--- src/rtl/alu_res_pkg.sv ---
// Shared types for the ALU result/flag capture path: flag layout and the queued
// result entry carried from the capture stage into the writeback FIFO.
package alu_res_pkg;

  localparam int ALU_FLAGS_W = 6;
  localparam int FLG_C = 5;
  localparam int FLG_O = 4;
  localparam int FLG_A = 3;
  localparam int FLG_S = 2;
  localparam int FLG_Z = 1;
  localparam int FLG_P = 0;

  localparam int RES_DATA_W = 65;
  localparam int REG_ADDR_W = 5;

  typedef logic [ALU_FLAGS_W-1:0] except_flags;

  typedef struct packed {
    logic                  thread;
    logic [REG_ADDR_W-1:0] reg_tag;
    logic [RES_DATA_W-1:0] data;
    except_flags           flags;
    logic                  perr;
    logic                  valid;
  } res_entry_t;

endpackage

--- src/rtl/alu_res_fifo.sv ---
// Ring buffer of result entries with a per-entry valid bit. A thread flush clears
// valid bits in place; the head steps over cleared slots one per cycle.
module alu_res_fifo
  import alu_res_pkg::*;
#(
  parameter int DEPTH = 4
) (
  input  logic                          clk,
  input  logic                          rst,
  input  logic                          push,
  input  res_entry_t                    push_ent,
  input  logic                          pop,
  input  logic                          flush,
  input  logic                          flush_thread,
  output logic                          head_vld,
  output logic [REG_ADDR_W-1:0]         head_reg,
  output logic [RES_DATA_W-1:0]         head_data,
  output except_flags                   head_flags,
  output logic                          head_perr,
  output logic [$clog2(DEPTH):0]        count
);

  localparam int AW = $clog2(DEPTH);

  res_entry_t      mem [DEPTH];
  logic [AW-1:0]   rd_ptr;
  logic [AW-1:0]   wr_ptr;
  logic [AW:0]     cnt;
  logic            empty;
  logic            full;
  logic            skip;
  logic            advance;
  logic            do_push;

  assign empty    = (cnt == '0);
  assign full     = (cnt == (AW+1)'(DEPTH));
  assign head_vld = !empty && mem[rd_ptr].valid;
  assign skip     = !empty && !mem[rd_ptr].valid;
  assign advance  = (pop && head_vld) || skip;
  // A full ring still accepts a push when the head leaves in the same cycle.
  assign do_push  = push && (!full || advance);

  assign head_reg   = mem[rd_ptr].reg_tag;
  assign head_data  = mem[rd_ptr].data;
  assign head_flags = mem[rd_ptr].flags;
  assign head_perr  = mem[rd_ptr].perr;
  assign count      = cnt;

  always_ff @(posedge clk) begin
    if (!rst) begin
      rd_ptr <= '0;
      wr_ptr <= '0;
      cnt    <= '0;
    end else begin
      if (advance) rd_ptr <= rd_ptr + 1'b1;
      if (do_push) wr_ptr <= wr_ptr + 1'b1;
      case ({do_push, advance})
        2'b10:   cnt <= cnt + 1'b1;
        2'b01:   cnt <= cnt - 1'b1;
        default: cnt <= cnt;
      endcase
    end
  end

  always_ff @(posedge clk) begin
    for (int i = 0; i < DEPTH; i++) begin
      if (flush && (mem[i].thread == flush_thread)) mem[i].valid <= 1'b0;
    end
    if (do_push) mem[wr_ptr] <= push_ent;
  end

  overflow_a : assert property (@(posedge clk) disable iff (!rst) !(push && full && !advance));

endmodule

--- src/rtl/alu_res_capture.sv ---
// Receiving end of the ALU result/flag interface: captures the parity-protected
// result word, merges the flag word one cycle later and queues it for writeback.
module alu_res_capture
  import alu_res_pkg::*;
#(
  parameter int REG_WIDTH = REG_ADDR_W,
  parameter int DEPTH     = 4,
  parameter int FLAGS_W   = ALU_FLAGS_W
) (
  input  logic                  clk,
  input  logic                  rst,
  input  logic                  except,
  input  logic                  except_thread,
  input  logic                  res_en,
  input  logic                  res_thread,
  input  logic [REG_WIDTH-1:0]  res_reg,
  input  logic [65:0]           valRes,
  input  logic                  flg_en,
  input  logic [FLAGS_W-1:0]    flg,
  output logic                  out_valid,
  input  logic                  out_ready,
  output logic [REG_WIDTH-1:0]  out_reg,
  output logic [64:0]           out_data,
  output logic [FLAGS_W-1:0]    out_flags,
  output logic                  out_perr,
  output logic                  stall,
  output logic                  perr_sticky
);

  localparam int AW = $clog2(DEPTH);
  localparam logic [AW+1:0] STALL_TH = (AW+2)'(DEPTH - 1);

  function automatic logic parity_err(input logic [65:0] w);
    return w[65] ^ (^w[64:0]);
  endfunction

  logic                  vld_p1;
  logic                  thr_p1;
  logic [REG_WIDTH-1:0]  reg_p1;
  logic [64:0]           data_p1;
  logic                  perr_p1;

  logic                  cap;
  logic                  push;
  res_entry_t            push_ent;
  logic                  head_vld;
  logic [REG_WIDTH-1:0]  head_reg;
  logic [64:0]           head_data;
  logic [FLAGS_W-1:0]    head_flags;
  logic                  head_perr;
  logic [AW:0]           count;

  // S1: result word capture; a same-thread flush blocks the capture
  assign cap = res_en && !(except && (res_thread == except_thread));

  always_ff @(posedge clk) begin
    if (!rst) vld_p1 <= 1'b0;
    else      vld_p1 <= cap;
  end

  always_ff @(posedge clk) begin
    if (cap) begin
      thr_p1  <= res_thread;
      reg_p1  <= res_reg;
      data_p1 <= valRes[64:0];
      perr_p1 <= parity_err(valRes);
    end
  end

  // Merge: S1 plus this cycle's flag word is pushed at the edge closing the cycle
  assign push = vld_p1 && !(except && (thr_p1 == except_thread));

  always_comb begin
    push_ent         = '0;
    push_ent.thread  = thr_p1;
    push_ent.reg_tag = reg_p1;
    push_ent.data    = data_p1;
    push_ent.flags   = flg_en ? flg : '0;
    push_ent.perr    = perr_p1;
    push_ent.valid   = 1'b1;
  end

  always_ff @(posedge clk) begin
    if (!rst)                 perr_sticky <= 1'b0;
    else if (push && perr_p1) perr_sticky <= 1'b1;
  end

  alu_res_fifo #(.DEPTH(DEPTH)) u_fifo (
    .clk          (clk),
    .rst          (rst),
    .push         (push),
    .push_ent     (push_ent),
    .pop          (out_ready),
    .flush        (except),
    .flush_thread (except_thread),
    .head_vld     (head_vld),
    .head_reg     (head_reg),
    .head_data    (head_data),
    .head_flags   (head_flags),
    .head_perr    (head_perr),
    .count        (count)
  );

  // Output: head contents, forced to zero while no valid head is presented
  assign out_valid = head_vld;
  assign out_reg   = head_vld ? head_reg   : '0;
  assign out_data  = head_vld ? head_data  : '0;
  assign out_flags = head_vld ? head_flags : '0;
  assign out_perr  = head_vld ? head_perr  : 1'b0;

  // One slot is kept for S1 and one for an issue already in flight when stall rises.
  assign stall = ({1'b0, count} + (AW+2)'(vld_p1)) >= STALL_TH;

endmodule
--- config.mk ---
export PLATFORM = sky130hd
export DESIGN_NAME = alu_res_capture
export DESIGN_NICKNAME = d
export VERILOG_FILES = /design/src/rtl/alu_res_pkg.sv /design/src/rtl/alu_res_fifo.sv /design/src/rtl/alu_res_capture.sv
export SDC_FILE = /design/constraint.sdc
export NUM_CORES = 1
export LEC_CHECK = 0
export BUFFER_PORTS_ARGS = -buffer_cell sky130_fd_sc_hd__buf_2
export CAP_MARGIN = 20
export CORE_ASPECT_RATIO = 1.2
export CORE_MARGIN = 5
export CORE_UTILIZATION = 41
export CTS_BUF_LIST = sky130_fd_sc_hd__clkbuf_4 sky130_fd_sc_hd__clkbuf_8
export CTS_CLUSTER_SIZE = 30
export DETAILED_ROUTE_END_ITERATION = 12
export PLACE_DENSITY = 0.64
export SYNTH_ARGS = -nofsm -noshare
export SYNTH_HDL_FRONTEND = slang
export SYNTH_SLANG_ARGS = --single-unit
--- constraint.sdc ---
create_clock -name clk -period 23.2 [get_ports clk]
set_clock_uncertainty 0.05 [all_clocks]
set_input_delay 3.48 -clock clk [delete_from_list [all_inputs] [get_ports clk]]
set_output_delay 3.48 -clock clk [all_outputs]
set_load 0.005 [all_outputs]
==> impl_metrics.env, run 1 <==
export IMPL_grt_overflow_total=0
export IMPL_path_class="flip-flop to primary output"
export IMPL_instances_no_fill=1443
export IMPL_fmax_mhz=143
export IMPL_busiest_layer="met2"
export IMPL_holdCritPathClass="flip-flop to flip-flop"
export IMPL_drt_pass1_iter_count=4
export IMPL_switching_power_uw=444
export IMPL_viasPerCell=4.90
export IMPL_grt_util_met3_pct=3.05
export IMPL_ys_seq_area_share_pct=77.4
export IMPL_cts_sinks=399
export IMPL_ctsRootBufferMaster="clkbuf_8"
export IMPL_insertion_delay_ns=0.61
export IMPL_crit_arrival_ns=3.44
export IMPL_cts_resized=0
export IMPL_place_area_mm2=0.0167
export IMPL_fin_area_mm2=0.0179
export IMPL_antenna_found_initial=1
export IMPL_power_leakage_uw=0.00605
export IMPL_worst_path_max_fanout=30
export IMPL_yosysWarnings=0
export IMPL_cts_buffers=60
export IMPL_setup_violations=0
export IMPL_syn_instance_count=716
export IMPL_grt_pass1_wl_mm=44.4
export IMPL_track_usage_pct=14.2
export IMPL_irDropWorstVdd_mv=0.0533
export IMPL_met2_usage_pct=23.6
export IMPL_die_y_um=222
export IMPL_final_setup_tns_ns=0
export IMPL_fin_nets=1017
export IMPL_fillers=3094
export IMPL_cp_required_ns=19.67
export IMPL_relSlewSlack_pct=35.9
export IMPL_final_hold_viol_count=0
export IMPL_hpwl_mm=17.5
export IMPL_period_minus_slack_ns=6.97
export IMPL_power_per_cell_area_mw_per_mm2=98.3
export IMPL_portBuffers=164
export IMPL_tightest_slew_ns=0.961
export IMPL_hold_start="u_fifo.mem[3][0]"
export IMPL_grt_max_degree=79
export IMPL_row_count=77
export IMPL_outcome="finished clean"
export IMPL_synth_fp_nets=809
export IMPL_intPower_uw=1310
export IMPL_syn_area_mm2=0.0153
export IMPL_die_w_um=186
export IMPL_postCtsSetupBuffers=0
export IMPL_cp_start_kind="flip-flop"
export IMPL_globalplace_congestion=0.676
export IMPL_swShare_pct=25.3
export IMPL_combPwrFrac_pct=18.5
export IMPL_path_clk_slew_ns=0.07
export IMPL_met1_usage_pct=18.5
export IMPL_cts_tree="done"
export IMPL_synth_seq_cells=399
export IMPL_drv_cap=0
export IMPL_first_iter_violations=319
export IMPL_drtAntennaViolNets=0
export IMPL_worst_setup_path_end_kind="primary output"
export IMPL_wl_per_cell_um=20.4
export IMPL_fp_dieArea_mm2=0.0413
export IMPL_p_clk_share_pct=31.9
export IMPL_synth_distinct_cells=27
export IMPL_syn_avg_cell_area_um2=21.4
export IMPL_io_pins=165
export IMPL_grt_pass1_vias=7682
export IMPL_h_tree_depth=2
export IMPL_drive_gt1_share_pct=36.2
export IMPL_utilization_pct=48.4
export IMPL_initial_core_util_pct=41.4
export IMPL_drc_errors=0
export IMPL_num_antenna_cells=0
export IMPL_core_mm2=0.0369
export IMPL_cts_hold_buffers=0
export IMPL_min_period_over_period_pct=30.0
export IMPL_drv_slew=0
export IMPL_rsz0062_at_grt="false"
export IMPL_area_delta_synth_final_pct=16.8
export IMPL_finalWirelength_mm=29.4
export IMPL_p_total_uw=1760
export IMPL_vias=7071
export IMPL_seqPwrFrac_pct=49.6
export IMPL_dp_cells=1336
export IMPL_cts_path_max_buffers=3
## worst max-delay path: stages, from the launching register on
cell	delay (ns)
dfxtp_4	0.67
buf_4	0.54
buf_4	0.62
mux4_2	0.61
nor2b_1	0.15
buf_2	0.16
## cells in the mapped netlist
library cell	n	area share [%]
nor3_1	1	0.033
nor2b_1	80	3.3
nand2b_1	1	0.041
nor2_1	2	0.049
xnor2_1	65	3.7
and2_1	16	0.65
or3_1	1	0.041
a31oi_4	1	0.14
xnor3_1	1	0.15
nor2_2	1	0.041
buf_2	14	0.46
edfxtp_1	384	75
fa_1	1	0.13
o21ai_0	2	0.065
nor2b_4	1	0.090
dfxtp_1	15	2.0
clkbuf_1	13	0.32
a21oi_1	1	0.033
ha_1	7	0.57
a31oi_1	1	0.041
nand2_1	9	0.22
a21boi_0	2	0.098
mux4_2	78	11
a21o_1	4	0.20
xor2_1	9	0.52
inv_1	4	0.098
mux2i_1	2	0.13
## layout make-up
cell class                 instances  area (µm²)  area share, %
timing repair buffer             173         888           4.97
inverter                           4        15.0         0.0841
sequential                       399       11800           66.3
clock buffer                      72         935           5.23
multi-input combinational        286        3350           18.8
tap                              474         593           3.32
clock inverter                    35         240           1.35
## through the flow
| step | setup WS (ns) | hold WS, ns |
|---|---|---|
| after global placement | 16.72 | 0.384 |
| after CTS | 16.00 | 0.400 |
| after floorplan | 13.49 | 0.371 |
| after detailed placement | 16.71 | 0.385 |
| final | 16.23 | 0.398 |
| after global routing | 15.86 | 0.421 |
## power groups by stage
stage	Combinational [µW]	Sequential, µW	Clock [µW]
global placement	334	886	0
CTS	338	873	580
detailed placement	336	888	0
floorplan	248	865	0
finish	325	871	559
global route	359	877	613
## cell families (layout without fill, tap and decap cells)
family          Yosys count  after routing  share of synthesized area (%)
flops                   399            399                           77.4
simple gates            112            112                           4.44
mux                      80             80                           11.6
xor+xnor                 75             75                           4.39
buf+inv                  31            284                          0.876
compound gates           11             11                          0.573
fa+ha+maj                 8              8                          0.704
## routing by layer
metal	up-vias	wire length, µm	share of wire, %
li1	3232	-	-
met1	3600	12300	42
met2	183	14800	50
met3	54	1520	5.2
met4	2	784	2.7
met5	-	20	0.068
## cell usage in the layout, fill, tap and decap left out, types with 2 or more instances in the layout
cell / n
and2_4: 4
nor2b_1: 80
a21o_1: 4
mux4_2: 78
clkinv_1: 18
xor2_1: 9
dfxtp_4: 2
nor2_1: 2
ha_1: 7
bufinv_16: 3
clkbuf_8: 63
buf_2: 164
and2_1: 12
dfxtp_1: 13
clkbuf_4: 9
o21ai_0: 2
buf_4: 9
mux2i_1: 2
clkinv_2: 11
xnor2_1: 65
inv_1: 4
nand2_1: 9
edfxtp_1: 384
## state kept, by name, summed over array words and instances (netlist names), named ones only
register,cells
reg_p1,5
u_fifo.rd_ptr,2
data_p1,65
thr_p1,1
perr_p1,1
u_fifo.wr_ptr,2
vld_p1,1
u_fifo.count,3
perr_sticky,1
u_fifo.mem,316
## worst paths after layout
check / to / slack (ns) / cells after the start
worst min-delay path: u_fifo.mem[3][0] / 0.40 / 1
worst max register to register: u_fifo.mem[2][63] / 19.70 / 5
worst max-delay path: out_data[63] / 16.23 / 5
worst min register to register: u_fifo.mem[3][0] / 0.40 / 1
Note: power is estimated with default switching activity, not from simulation.
==> run 2, diff against run 1 <==
- PLACE_DENSITY: 0.64 -> 0.66
- clock period: 23.2 -> 6.1 ns (I/O delays scaled with it)
==> run 2 against run 1 <==
  * Clock-buffer cell count is 2 higher
  * Hold slack is essentially flat
  * Final cell count fell by 0.21%
  * Flip-flop and latch count did not move
  * Global-route usage decreased by 0.22 points
  * Sequential power grew to 3.8 times the previous value
  * Final area decreased by 0.20%
  * Utilization is 0.095 points lower
  * Worst setup slack lost 14 ns
  * Non-clock buffer count stayed put
  * Register-to-register slack got worse by 17 ns
==> impl_metrics.env, run 2 (synthesis gave the netlist of run 1 again) <==
export IMPL_outcome="finished clean"
export IMPL_die_y_um=222
export IMPL_drv_cap=0
export IMPL_hold_start="u_fifo.mem[2][0]"
export IMPL_insertion_delay_ns=0.60
export IMPL_seq_area_mm2=0.0118
export IMPL_io_pins=165
export IMPL_final_setup_tns_ns=0
export IMPL_multiInputGateArea_mm2=0.00335
export IMPL_power_leakage_uw=0.00602
export IMPL_regMostFlops="u_fifo.mem"
export IMPL_drc_errors=0
export IMPL_whs_path_depth=1
export IMPL_setup_violations=0
export IMPL_mostFrequentLayoutCells="384 x edfxtp_1, 164 x buf_2, 80 x nor2b_1, 78 x mux4_2, 65 x xnor2_1"
export IMPL_vias=7088
export IMPL_grt_overflow_total=0
export IMPL_row_count=77
export IMPL_fmax_mhz=236
export IMPL_drtAntennaViolNets=0
export IMPL_min_period_over_period_pct=69.5
export IMPL_cp_required_ns=5.13
export IMPL_tightest_slew_ns=1.03
export IMPL_final_common_cell="edfxtp_1"
export IMPL_ctsRootBufferMaster="clkbuf_8"
export IMPL_hpwl_mm=17.6
export IMPL_area_delta_synth_final_pct=16.6
export IMPL_holdCritPathClass="flip-flop to flip-flop"
export IMPL_cts_buffers=59
export IMPL_drive_gt1_share_pct=36.1
export IMPL_rr_worst_depth=5
export IMPL_cts_path_max_buffers=3
export IMPL_h_tree_depth=2
export IMPL_worst_path_max_fanout=42
export IMPL_cts_hold_buffers=0
export IMPL_cts_tree="done"
export IMPL_globalplace_congestion=0.695
export IMPL_rsz0062_at_grt="false"
export IMPL_r2r_end="u_fifo.mem[2][44]"
export IMPL_power_per_cell_area_mw_per_mm2=371
export IMPL_relSlewSlack_pct=31.3
export IMPL_drv_slew=0
export IMPL_finalWirelength_mm=28.9
export IMPL_antenna_found_initial=2
export IMPL_holdPathEnd="u_fifo.mem[2][0]"
export IMPL_first_iter_violations=405
export IMPL_top_regs="u_fifo.mem: 316 flops, data_p1: 65 flops, reg_p1: 5 flops"
export IMPL_r2r_slack_ns=2.36
export IMPL_viasPerCell=4.92
export IMPL_die_w_um=186
export IMPL_portBuffers=164
export IMPL_setup_ws_ns=1.86
export IMPL_fp_dieArea_mm2=0.0413
export IMPL_cts_sinks=399
export IMPL_grt_pass1_wl_mm=43.6
export IMPL_cts_resized=0
export IMPL_final_hold_viol_count=0
export IMPL_crit_arrival_ns=3.27
export IMPL_track_usage_pct=14.0
export IMPL_pre_cts_slack_ns=2.26
export IMPL_cp_start_kind="flip-flop"
export IMPL_initial_core_util_pct=41.4
export IMPL_worst_setup_path_end_kind="primary output"
export IMPL_irDropWorstVdd_mv=0.200
export IMPL_grt_max_degree=79
export IMPL_wl_per_cell_um=20.1
export IMPL_largest_register_ffs=316
export IMPL_fin_nets=1016
export IMPL_postCtsSetupBuffers=0
export IMPL_path_clk_slew_ns=0.06
export IMPL_core_mm2=0.0369
export IMPL_grt_pass1_vias=7451
export IMPL_path_class="flip-flop to primary output"
export IMPL_period_minus_slack_ns=4.24
export IMPL_fillers=3072
export IMPL_drt_pass1_iter_count=4
run 2: per-layer routing:
layer,routed length [µm],track usage (%)
met4,457,3.76
met3,1780,2.90
met5,0,0
met1,12100,18.9
met2,14600,23.0
run 2: worst max-delay path by stage:
stage,cells past startpoint,to,from,slack (ns)
2_1_floorplan,3,data_p1[0],except_thread,0.87
3_3_place_gp,4,out_data[46],flip-flop,2.31
3_5_place_dp,5,u_fifo.mem[0][41],flip-flop,2.26
4_1_cts,4,out_data[46],flip-flop,1.62
5_1_grt,4,out_data[46],flip-flop,1.52
6_report,4,out_data[46],flip-flop,1.86
run 2: worst max-delay path: stages (launching register included):
cell and delay [ns]:
dfxtp_4 0.84, buf_4 0.81, mux4_2 0.66, nor2b_1 0.16, buf_2 0.16
run 2: metrics by stage:
step / total power [µW] / util, % / instances / instance area, µm² / hold slack (ns)
after floorplan: 4230 / - / 716 / 15300 / 0.371
after global placement: 4650 / 45.2 / 1336 / 16700 / 0.380
after detailed placement: 4660 / 45.2 / 1336 / 16700 / 0.385
after CTS: 6750 / 48.3 / 1439 / 17800 / 0.376
after global routing: 6960 / 48.3 / 1439 / 17800 / 0.394
final: 6610 / 48.3 / 1440 / 17800 / 0.398
run 2: layout make-up:
cell class / instances / share of cell area (%)
inverter: 4 / 0.0842
clock buffer: 74 / 5.19
multi-input combinational: 286 / 18.8
clock inverter: 29 / 1.19
antenna: 1 / 0.0140
sequential: 399 / 66.4
timing repair buffer: 173 / 4.98
tap: 474 / 3.33
run 2: power by group:
part           internal (µW)  total, µW  leakage, µW  switching (µW)
Combinational            669       1210      0.00179             536
Clock                   1120       2060     0.000595             944
Sequential              3180       3340      0.00364             169
Total                   4960       6610      0.00602            1650
